$ cat src/rtl/muldiv_pkg.sv
// Shared types for the iterative multiply/divide unit: op encoding and FSM states.
// Latency: n/a (types and pure helper functions only).
// Backpressure: n/a.
package muldiv_pkg;

    // Matches the op_i encoding presented by the decoder.
    typedef enum logic [1:0] {
        OP_MULT  = 2'b00,
        OP_MULTU = 2'b01,
        OP_DIV   = 2'b10,
        OP_DIVU  = 2'b11
    } op_e;

    typedef enum logic [1:0] {
        ST_IDLE = 2'b00,
        ST_CALC = 2'b01,
        ST_FIX  = 2'b10
    } state_e;

    function automatic logic op_is_signed(input op_e op);
        return (op == OP_MULT) || (op == OP_DIV);
    endfunction

    function automatic logic op_is_div(input op_e op);
        return (op == OP_DIV) || (op == OP_DIVU);
    endfunction

endpackage

$ cat src/rtl/muldiv_sign_fix.sv
// Sign correction of the unsigned iteration result: negate-if on product or quotient/remainder.
// Latency: combinational.
// Backpressure: none; pure function of its inputs.
//
// Ports:
//   acc_i    : raw 2*WIDTH result; product, or {remainder, quotient} for divides
//   is_div_i : 1 selects the quotient/remainder interpretation of acc_i
//   neg_a_i  : negate the product (multiply) or the quotient (divide)
//   neg_b_i  : negate the remainder (divide only)
//   hi_o     : value destined for HI
//   lo_o     : value destined for LO
module muldiv_sign_fix
    import muldiv_pkg::*;
#(
    parameter int WIDTH = 32
) (
    input  logic [2*WIDTH-1:0] acc_i,
    input  logic               is_div_i,
    input  logic               neg_a_i,
    input  logic               neg_b_i,
    output logic [WIDTH-1:0]   hi_o,
    output logic [WIDTH-1:0]   lo_o
);

    logic [2*WIDTH-1:0] prod_fix;
    logic [WIDTH-1:0]   quot_fix;
    logic [WIDTH-1:0]   rem_fix;

    always_comb begin
        // The product is negated as one 2*WIDTH quantity so the borrow
        // from LO into HI is carried correctly.
        prod_fix = neg_a_i ? -acc_i : acc_i;
        quot_fix = neg_a_i ? -acc_i[WIDTH-1:0] : acc_i[WIDTH-1:0];
        rem_fix  = neg_b_i ? -acc_i[2*WIDTH-1:WIDTH] : acc_i[2*WIDTH-1:WIDTH];

        if (is_div_i) begin
            hi_o = rem_fix;
            lo_o = quot_fix;
        end else begin
            hi_o = prod_fix[2*WIDTH-1:WIDTH];
            lo_o = prod_fix[WIDTH-1:0];
        end
    end

endmodule

$ cat src/rtl/muldiv_unit.sv
// Iterative MULT/MULTU/DIV/DIVU with HI/LO registers and MTHI/MTLO writes.
// Latency: WIDTH+1 cycles from start to done_o (1..WIDTH+1 with MULDIV_EARLY_OUT_EN).
// Backpressure: busy_o high while in flight; start_i and HI/LO writes are ignored while busy.
//
// Optional build macro: MULDIV_EARLY_OUT_EN
//   defined   : multiply leaves CALC once the remaining multiplier bits are zero,
//               divide-by-zero goes straight to FIX (latency 1)
//   undefined : every op takes exactly WIDTH+1 cycles
//
// Ports:
//   clk_i, rst_i        : clock (rising edge), synchronous active-low reset
//   start_i, op_i       : op request, sampled in IDLE only
//   data1_i, data2_i    : rs (multiplicand/dividend), rt (multiplier/divisor)
//   hi_we_i, lo_we_i    : MTHI / MTLO enables, data on wdata_i, honoured in IDLE only
//   busy_o              : op in flight
//   done_o              : one-cycle pulse in the cycle HI/LO first show the result
//   div0_o              : divide-by-zero flag, updated with done_o
//   hi_o, lo_o          : HI / LO registers
module muldiv_unit
    import muldiv_pkg::*;
#(
    parameter int               WIDTH    = 32,
    parameter logic [WIDTH-1:0] HILO_RST = '0
) (
    input  logic             clk_i,
    input  logic             rst_i,
    input  logic             start_i,
    input  logic [1:0]       op_i,
    input  logic [WIDTH-1:0] data1_i,
    input  logic [WIDTH-1:0] data2_i,
    input  logic             hi_we_i,
    input  logic             lo_we_i,
    input  logic [WIDTH-1:0] wdata_i,
    output logic             busy_o,
    output logic             done_o,
    output logic             div0_o,
    output logic [WIDTH-1:0] hi_o,
    output logic [WIDTH-1:0] lo_o
);

    localparam int            CW       = $clog2(WIDTH + 1);
    localparam logic [CW-1:0] CNT_LAST = CW'(WIDTH);

    // Registered state
    state_e             state_q, state_d;
    op_e                op_q,    op_d;
    logic [CW-1:0]      cnt_q,   cnt_d;
    // Multiply: {partial product, remaining multiplier}.
    // Divide:   {partial remainder, dividend bits shifting into quotient}.
    logic [2*WIDTH-1:0] acc_q,   acc_d;
    // Multiplicand magnitude (multiply) or divisor magnitude (divide).
    logic [WIDTH-1:0]   opnd_q,  opnd_d;
    logic               neg_a_q, neg_a_d;   // negate product / quotient
    logic               neg_b_q, neg_b_d;   // negate remainder
    logic               dz_q,    dz_d;      // current op is a divide by zero
    logic [WIDTH-1:0]   hi_q,    hi_d;
    logic [WIDTH-1:0]   lo_q,    lo_d;
    logic               done_q,  done_d;
    logic               div0_q,  div0_d;

    // Request decode
    op_e              op_in;
    logic             in_signed;
    logic             in_div;
    logic [WIDTH-1:0] mag1;
    logic [WIDTH-1:0] mag2;

    // Datapath for one iteration
    logic [CW-1:0]      cnt_nxt;
    logic [WIDTH:0]     mul_sum;
    logic [2*WIDTH-1:0] mul_step;
    logic [WIDTH:0]     div_rs;
    logic               div_ge;
    logic [WIDTH:0]     div_sub;
    logic [WIDTH:0]     div_rem;
    logic [2*WIDTH-1:0] div_step;
    logic               unused_div_rem_msb;

    // Result path
    logic               q_is_div;
    logic [2*WIDTH-1:0] fix_acc;
    logic [WIDTH-1:0]   fix_hi;
    logic [WIDTH-1:0]   fix_lo;

    always_comb begin
        op_in     = op_e'(op_i);
        in_signed = op_is_signed(op_in);
        in_div    = op_is_div(op_in);
        mag1      = (in_signed && data1_i[WIDTH-1]) ? -data1_i : data1_i;
        mag2      = (in_signed && data2_i[WIDTH-1]) ? -data2_i : data2_i;
    end

    always_comb begin
        cnt_nxt = cnt_q + CW'(1);

        // Shift-add: add the multiplicand when the current multiplier bit
        // is set, then shift the whole accumulator right by one. The sum
        // carries one extra bit that lands in the accumulator MSB.
        mul_sum  = {1'b0, acc_q[2*WIDTH-1:WIDTH]}
                 + (acc_q[0] ? {1'b0, opnd_q} : {(WIDTH+1){1'b0}});
        mul_step = {mul_sum, acc_q[WIDTH-1:1]};

        // Restoring divide: shift the next dividend bit into the remainder
        // and subtract the divisor when it fits. The remainder stays below
        // the divisor, so the shifted value needs one extra bit only.
        div_rs   = {acc_q[2*WIDTH-1:WIDTH], acc_q[WIDTH-1]};
        div_ge   = (div_rs >= {1'b0, opnd_q});
        div_sub  = div_rs - {1'b0, opnd_q};
        div_rem  = div_ge ? div_sub : div_rs;
        div_step = {div_rem[WIDTH-1:0], acc_q[WIDTH-2:0], div_ge};
        unused_div_rem_msb = div_rem[WIDTH];
    end

    assign q_is_div = op_is_div(op_q);

`ifdef MULDIV_EARLY_OUT_EN
    // Low WIDTH-cnt_nxt bits of the accumulator still hold unconsumed multiplier bits.
    logic [WIDTH-1:0] rem_mask;
    logic [CW-1:0]    fix_shift;

    assign rem_mask  = {WIDTH{1'b1}} >> cnt_nxt;
    assign fix_shift = CNT_LAST - cnt_q;
    // An early-exited multiply still owes WIDTH-cnt right shifts; they
    // only move zeros, so they collapse into one barrel shift here.
    assign fix_acc   = q_is_div ? acc_q : (acc_q >> fix_shift);
`else
    assign fix_acc   = acc_q;
`endif

    muldiv_sign_fix #(
        .WIDTH    (WIDTH)
    ) u_sign_fix (
        .acc_i    (fix_acc),
        .is_div_i (q_is_div),
        .neg_a_i  (neg_a_q),
        .neg_b_i  (neg_b_q),
        .hi_o     (fix_hi),
        .lo_o     (fix_lo)
    );

    always_comb begin
        state_d = state_q;
        op_d    = op_q;
        cnt_d   = cnt_q;
        acc_d   = acc_q;
        opnd_d  = opnd_q;
        neg_a_d = neg_a_q;
        neg_b_d = neg_b_q;
        dz_d    = dz_q;
        hi_d    = hi_q;
        lo_d    = lo_q;
        done_d  = 1'b0;
        div0_d  = div0_q;

        case (state_q)
            ST_IDLE: begin
                // A write here is overwritten by the result if start_i
                // is also high, since FIX writes HI/LO last.
                if (hi_we_i) hi_d = wdata_i;
                if (lo_we_i) lo_d = wdata_i;
                if (start_i) begin
                    state_d = ST_CALC;
                    op_d    = op_in;
                    cnt_d   = '0;
                    neg_a_d = in_signed && (data1_i[WIDTH-1] ^ data2_i[WIDTH-1]);
                    neg_b_d = in_signed && data1_i[WIDTH-1];
                    dz_d    = in_div && (data2_i == '0);
                    if (in_div) begin
                        acc_d  = {{WIDTH{1'b0}}, mag1};
                        opnd_d = mag2;
                    end else begin
                        acc_d  = {{WIDTH{1'b0}}, mag2};
                        opnd_d = mag1;
                    end
`ifdef MULDIV_EARLY_OUT_EN
                    // The remainder half must already equal |dividend| so
                    // the sign fix restores the original data1_i into HI.
                    if (in_div && (data2_i == '0)) begin
                        state_d = ST_FIX;
                        acc_d   = {mag1, {WIDTH{1'b1}}};
                    end
`endif
                end
            end

            ST_CALC: begin
                cnt_d = cnt_nxt;
                acc_d = q_is_div ? div_step : mul_step;
                if (cnt_nxt == CNT_LAST) state_d = ST_FIX;
`ifdef MULDIV_EARLY_OUT_EN
                if (!q_is_div && ((mul_step[WIDTH-1:0] & rem_mask) == '0)) begin
                    state_d = ST_FIX;
                end
`endif
            end

            ST_FIX: begin
                hi_d    = fix_hi;
                // Divide by zero: the restoring loop leaves |dividend| in
                // the remainder, but the quotient sign fix would spoil the
                // all-ones quotient, so force it.
                lo_d    = dz_q ? {WIDTH{1'b1}} : fix_lo;
                done_d  = 1'b1;
                div0_d  = dz_q;
                state_d = ST_IDLE;
            end

            default: begin
                state_d = ST_IDLE;
            end
        endcase
    end

    always_ff @(posedge clk_i) begin
        if (!rst_i) begin
            state_q <= ST_IDLE;
            op_q    <= OP_MULT;
            cnt_q   <= '0;
            acc_q   <= '0;
            opnd_q  <= '0;
            neg_a_q <= 1'b0;
            neg_b_q <= 1'b0;
            dz_q    <= 1'b0;
            hi_q    <= HILO_RST;
            lo_q    <= HILO_RST;
            done_q  <= 1'b0;
            div0_q  <= 1'b0;
        end else begin
            state_q <= state_d;
            op_q    <= op_d;
            cnt_q   <= cnt_d;
            acc_q   <= acc_d;
            opnd_q  <= opnd_d;
            neg_a_q <= neg_a_d;
            neg_b_q <= neg_b_d;
            dz_q    <= dz_d;
            hi_q    <= hi_d;
            lo_q    <= lo_d;
            done_q  <= done_d;
            div0_q  <= div0_d;
        end
    end

    assign busy_o = (state_q != ST_IDLE);
    assign done_o = done_q;
    assign div0_o = div0_q;
    assign hi_o   = hi_q;
    assign lo_o   = lo_q;

endmodule

$ cat config.mk
export PLATFORM = sky130hd
export DESIGN_NAME = muldiv_unit
export DESIGN_NICKNAME = d
export VERILOG_FILES = /design/src/rtl/muldiv_pkg.sv /design/src/rtl/muldiv_sign_fix.sv /design/src/rtl/muldiv_unit.sv
export SDC_FILE = /design/constraint.sdc
export NUM_CORES = 1
export LEC_CHECK = 0
export CAP_MARGIN = 15
export CORE_MARGIN = 5
export CORE_UTILIZATION = 52
export CTS_CLUSTER_SIZE = 16
export DETAILED_ROUTE_END_ITERATION = 8
export MAX_ROUTING_LAYER = met4
export PLACE_DENSITY = 0.78
export SLEW_MARGIN = 20
export SYNTH_ARGS = -nofsm -noshare
export SYNTH_HDL_FRONTEND = slang
export SYNTH_SLANG_ARGS = --single-unit
$ cat constraint.sdc
create_clock -name clk_i -period 2.9 [get_ports clk_i]
set_input_delay 0.58 -clock clk_i [delete_from_list [all_inputs] [get_ports clk_i]]
set_output_delay 0.58 -clock clk_i [all_outputs]
set_load 0.05 [all_outputs]
==> out/summary.txt <==
Number of global-route vias before repair - 17447
Via Count - 18594
Max-Cap Viols - 0
IO Port Bufs - 169
Clock power frac - 0.280
Share of layout cells above drive strength 1 - 0.2896
Final setup margin - -182.2 ps
FFs w/ async S/R, synth - 0
CP top delay family - simple AND/OR/NAND/NOR gates
Power density over cell area - 409.1 nW/µm²
Area enclosed by the die boundary - 31610 µm²
GRT Total Usage - 0.4073
CTS sink cnt - 174
Number of nets at the end of the flow - 2702
Post-synthesis cell type with the largest combined area - sky130_fd_sc_hd__dfxtp_1
Part of the total power dissipated in combinational logic - 0.418
Die Y - 177.8 µm
Synthesis warning total - 0
Syn_area_per_cell - 7.240 µm²
Final period demand of the worst path - 3082 ps
Required time of the worst setup path - 3240 ps
Count of final max-slew check failures - 0
Number of fill cells in the layout - 2077
Critical Path End Type - flop
Min-delay src - hi_o[27]$_SDFFE_PN0P_
Overflow left after global routing - 0
Number of endpoints with negative hold slack in the final report - 0
Count of routing violations after the opening detailed-route iteration - 2272
Worst-case headroom to the max-slew limit - 0.4966
Final worst-path cycle share - 1.063
Drt wl/cell - 23.10 µm
Sw Share - 0.4000
Largest net degree at the start of global routing - 85
Number of buffer and inverter stages on the critical path - 4
Series of cell instances along the critical path - inv_6 > buf_12 > nor2_1 > ha_1 > o21ai_2 > nand2b_1 > buf_4 > o311a_1 > or4b_4 > buf_6 > nand3_2 > and2_4 > xor2_1 > nand2_1 > a32o_1
HPWL after detailed placement - 49.72 mm
Utilization after layout - 0.7855
Yosys cell types - 85
Floorplan Core Area - 27780 µm²
TritonCTS clock tree - yes
First-pass GRT wire length - 98.05 mm
Maximum operating frequency - 0.3244 GHz
Crit path arrival time - 3420 ps
Root Driver - sky130_fd_sc_hd__clkbuf_16
Number of nets with antenna violations after detailed routing - 0
Slack of the worst reg-to-reg path - -180 ps
Number of antenna violations at the first check in global routing - 0
Depth of the worst hold-timing path - 2
CTS clock-pin slew for the worst setup and hold paths - 90 ps
Pre-CTS setup slack - -443.2 ps
First-pass iteration count of the detailed router - 7
Status - finished, violations left
Mapped Nets - 2196
Post-Synthesis Cells - 2022
Cell-internal power - 5.357 mW
Setup Viol. Count Final - 14
Maximum fanout encountered on the critical timing path - 5
Drc violations - 0
Dominant register cell in the synthesized netlist - sky130_fd_sc_hd__dfxtp_1
Worst reg2reg path endpoint - acc_q[48]$_SDFFE_PN0P_
Peak VDD IR - 0.0003464 V
Sequential share of the synthesized area - 0.2379
Number of antenna cells inserted - 0
Cell type of the slowest stage on the worst timing path - sky130_fd_sc_hd__or4b_4
Cell leakage power - 8.788 nW
Flop pwr share - 0.302
Crit path kind - flop to flop
Synth top area share - 0.2379
Number of enable-type register cells in the synthesized netlist - 0
Maximum buffer depth of the clock tree - 2
Hold Path Sink - hi_o[27]$_SDFFE_PN0P_
Switching pwr - 3.571 mW
Fin Clk Skew - 17.46 ps
Routed wire length - 67.42 mm
Number of cell rows - 61
Worst-skew pair later-pin latency - 450 ps
Number of flip-flops and latches in the synthesized netlist - 174
Area growth from synthesis to final layout - 49.08%
Setup repair after global routing missed its margin - true
Count of H-tree levels built during CTS - 4
Number of hold buffers added after cts - 0
Die outline width - 177.8 µm
Delay of the slowest critical-path stage - 520 ps
Worst slew pin tran - 752.4 ps
Worst Reg2Reg Path Length in Cells - 15
Clock buffers created by TritonCTS - 17
Commonest cells after routing, fill and taps aside - 430 x sky130_fd_sc_hd__buf_4, 233 x sky130_fd_sc_hd__nand2_1, 178 x sky130_fd_sc_hd__nor2_1, 168 x sky130_fd_sc_hd__clkdlybuf4s50_1, 166 x sky130_fd_sc_hd__dfxtp_1
Class of the worst hold path - flop to flop
Most common cell after layout, fill and taps aside - sky130_fd_sc_hd__buf_4
Initial core utilization - 0.5269
Instance count on the critical path - 15
Violated checks - negative setup slack
Top Ports - 170
Final weighted congestion in routability-driven placement - 1.104
Synth Cell Area - 14640 µm²
Via density per instance - 6.370
Kind of start point of the critical path - flop
Leading post-synthesis cells by cell area - sky130_fd_sc_hd__dfxtp_1 24%, sky130_fd_sc_hd__a21oi_1 6.7%, sky130_fd_sc_hd__nand2_1 6.1%
Launching point of the worst reg2reg path - acc_q[0]$_SDFFE_PN0P_
==> through the flow <==
| step | instances | power, mW | TNS (ps) | instance area, µm² | hold slack [ps] |
|---|---|---|---|---|---|
| 2_1_floorplan | 2022 | 4.497 | -1.265 | 14660 | 431.9 |
| 3_3_place_gp | 2863 | 5.900 | -9537 | 19600 | 435.0 |
| 3_5_place_dp | 2863 | 5.949 | -13850 | 19600 | 442.9 |
| 4_1_cts | 2908 | 8.569 | -121.8 | 20920 | 458.6 |
| 5_1_grt | 2919 | 9.217 | -3040 | 21820 | 472.2 |
| 6_report | 2919 | 8.928 | -1227 | 21820 | 462.5 |
==> power by group through the flow <==
stage | sequential, mW | clock, mW | combinational (mW)
after floorplan | 2.97 | 0 | 1.53
after global placement | 2.73 | 0 | 3.17
after detailed placement | 2.73 | 0 | 3.22
after CTS | 2.68 | 2.49 | 3.40
after global routing | 2.71 | 2.58 | 3.93
final | 2.69 | 2.50 | 3.73
==> cells in the mapped netlist, drive strengths merged, types with 7 or more instances <==
cell and instances:
and3 17, o41ai 10, a21o 16, a221oi 18
a21boi 7, or2 10, a311oi 14, or3 24
dfxtp 174, nand2 239, ha 69, a221o 9
a21oi 196, a31oi 42, xnor2 86, a211oi 48
and2 9, clkbuf 103, nor3 50, o21ai 183
xor2 78, o31ai 24, buf 32, nand4 16
a32o 10, nand3 31, nor2 205, o211ai 50
mux2i 41, nor2b 21, o221ai 7, inv 65
nand2b 17, nor4 22
==> registers in the layout, indices dropped and copies added, names as in the netlist <==
signal	flops
hi_o	32
lo_o	32
cnt_q	6
neg_a_q	1
done_o	1
state_q	2
dz_q	1
acc_q	64
opnd_q	32
div0_o	1
neg_b_q	1
op_q	1
==> cell families after synthesis <==
family,count (synthesis),share of synthesized area
DFF,174,0.2379
adders and majority gates,71,0.06171
and+or+nand+nor,685,0.2195
muxes,45,0.03111
AOI/OAI and AO/OA,683,0.2977
buffers and inverters,200,0.05393
xor gates and xnor gates,164,0.09812
==> cell type report <==
type	instances	area (µm²)	area share
Multi-Input combinational cell	1648	11680	0.5354
Timing Repair Buffer	622	5283	0.2421
Sequential cell	174	3498	0.1603
Tap cell	378	473.0	0.02167
Clock buffer	17	425.4	0.01949
Inverter	65	251.5	0.01152
Clock inverter	15	209.0	0.009575
==> worst register-to-register path, stage by stage (launching register included) <==
cell	delay [ps]
sky130_fd_sc_hd__dfxtp_4	390
sky130_fd_sc_hd__inv_6	60
sky130_fd_sc_hd__buf_12	140
sky130_fd_sc_hd__nor2_1	170
sky130_fd_sc_hd__ha_1	330
sky130_fd_sc_hd__o21ai_2	170
sky130_fd_sc_hd__nand2b_1	120
sky130_fd_sc_hd__buf_4	160
sky130_fd_sc_hd__o311a_1	120
sky130_fd_sc_hd__or4b_4	520
sky130_fd_sc_hd__buf_6	150
sky130_fd_sc_hd__nand3_2	60
sky130_fd_sc_hd__and2_4	140
sky130_fd_sc_hd__xor2_1	140
sky130_fd_sc_hd__nand2_1	80
sky130_fd_sc_hd__a32o_1	240
==> worst max-delay path by stage <==
stage,startpoint,slack [ps],end
global placement,data1_i[0],-380,acc_q[29]$_SDFFE_PN0P_
CTS,acc_q[0]$_SDFFE_PN0P_,-70,acc_q[61]$_SDFFE_PN0P_
finish,acc_q[0]$_SDFFE_PN0P_,-180,acc_q[48]$_SDFFE_PN0P_
global route,acc_q[0]$_SDFFE_PN0P_,-250,acc_q[58]$_SDFFE_PN0P_
detailed placement,data1_i[0],-440,acc_q[29]$_SDFFE_PN0P_
floorplan,acc_q[0]$_SDFFE_PN0P_,-1,acc_q[61]$_SDFFE_PN0P_
==> routing by layer <==
layer,vias up,global-route usage,wire (µm)
met2,1263,0.6270,30300
met5,-,-,0
met1,8632,0.4960,24840
li1,8390,-,-
met3,309,0.08181,7362
met4,0,0.2369,4921
==> repair_timing <==
| item | in CTS | in global routing |
|---|---|---|
| resized for setup | 125 | 171 |
| setup buffers | 13 | 13 |
| gates cloned | 1 | 0 |
| setup endpoints to repair | 48 | 66 |
| pin swaps | 47 | 104 |
Note: power is estimated with default switching activity, not from simulation.
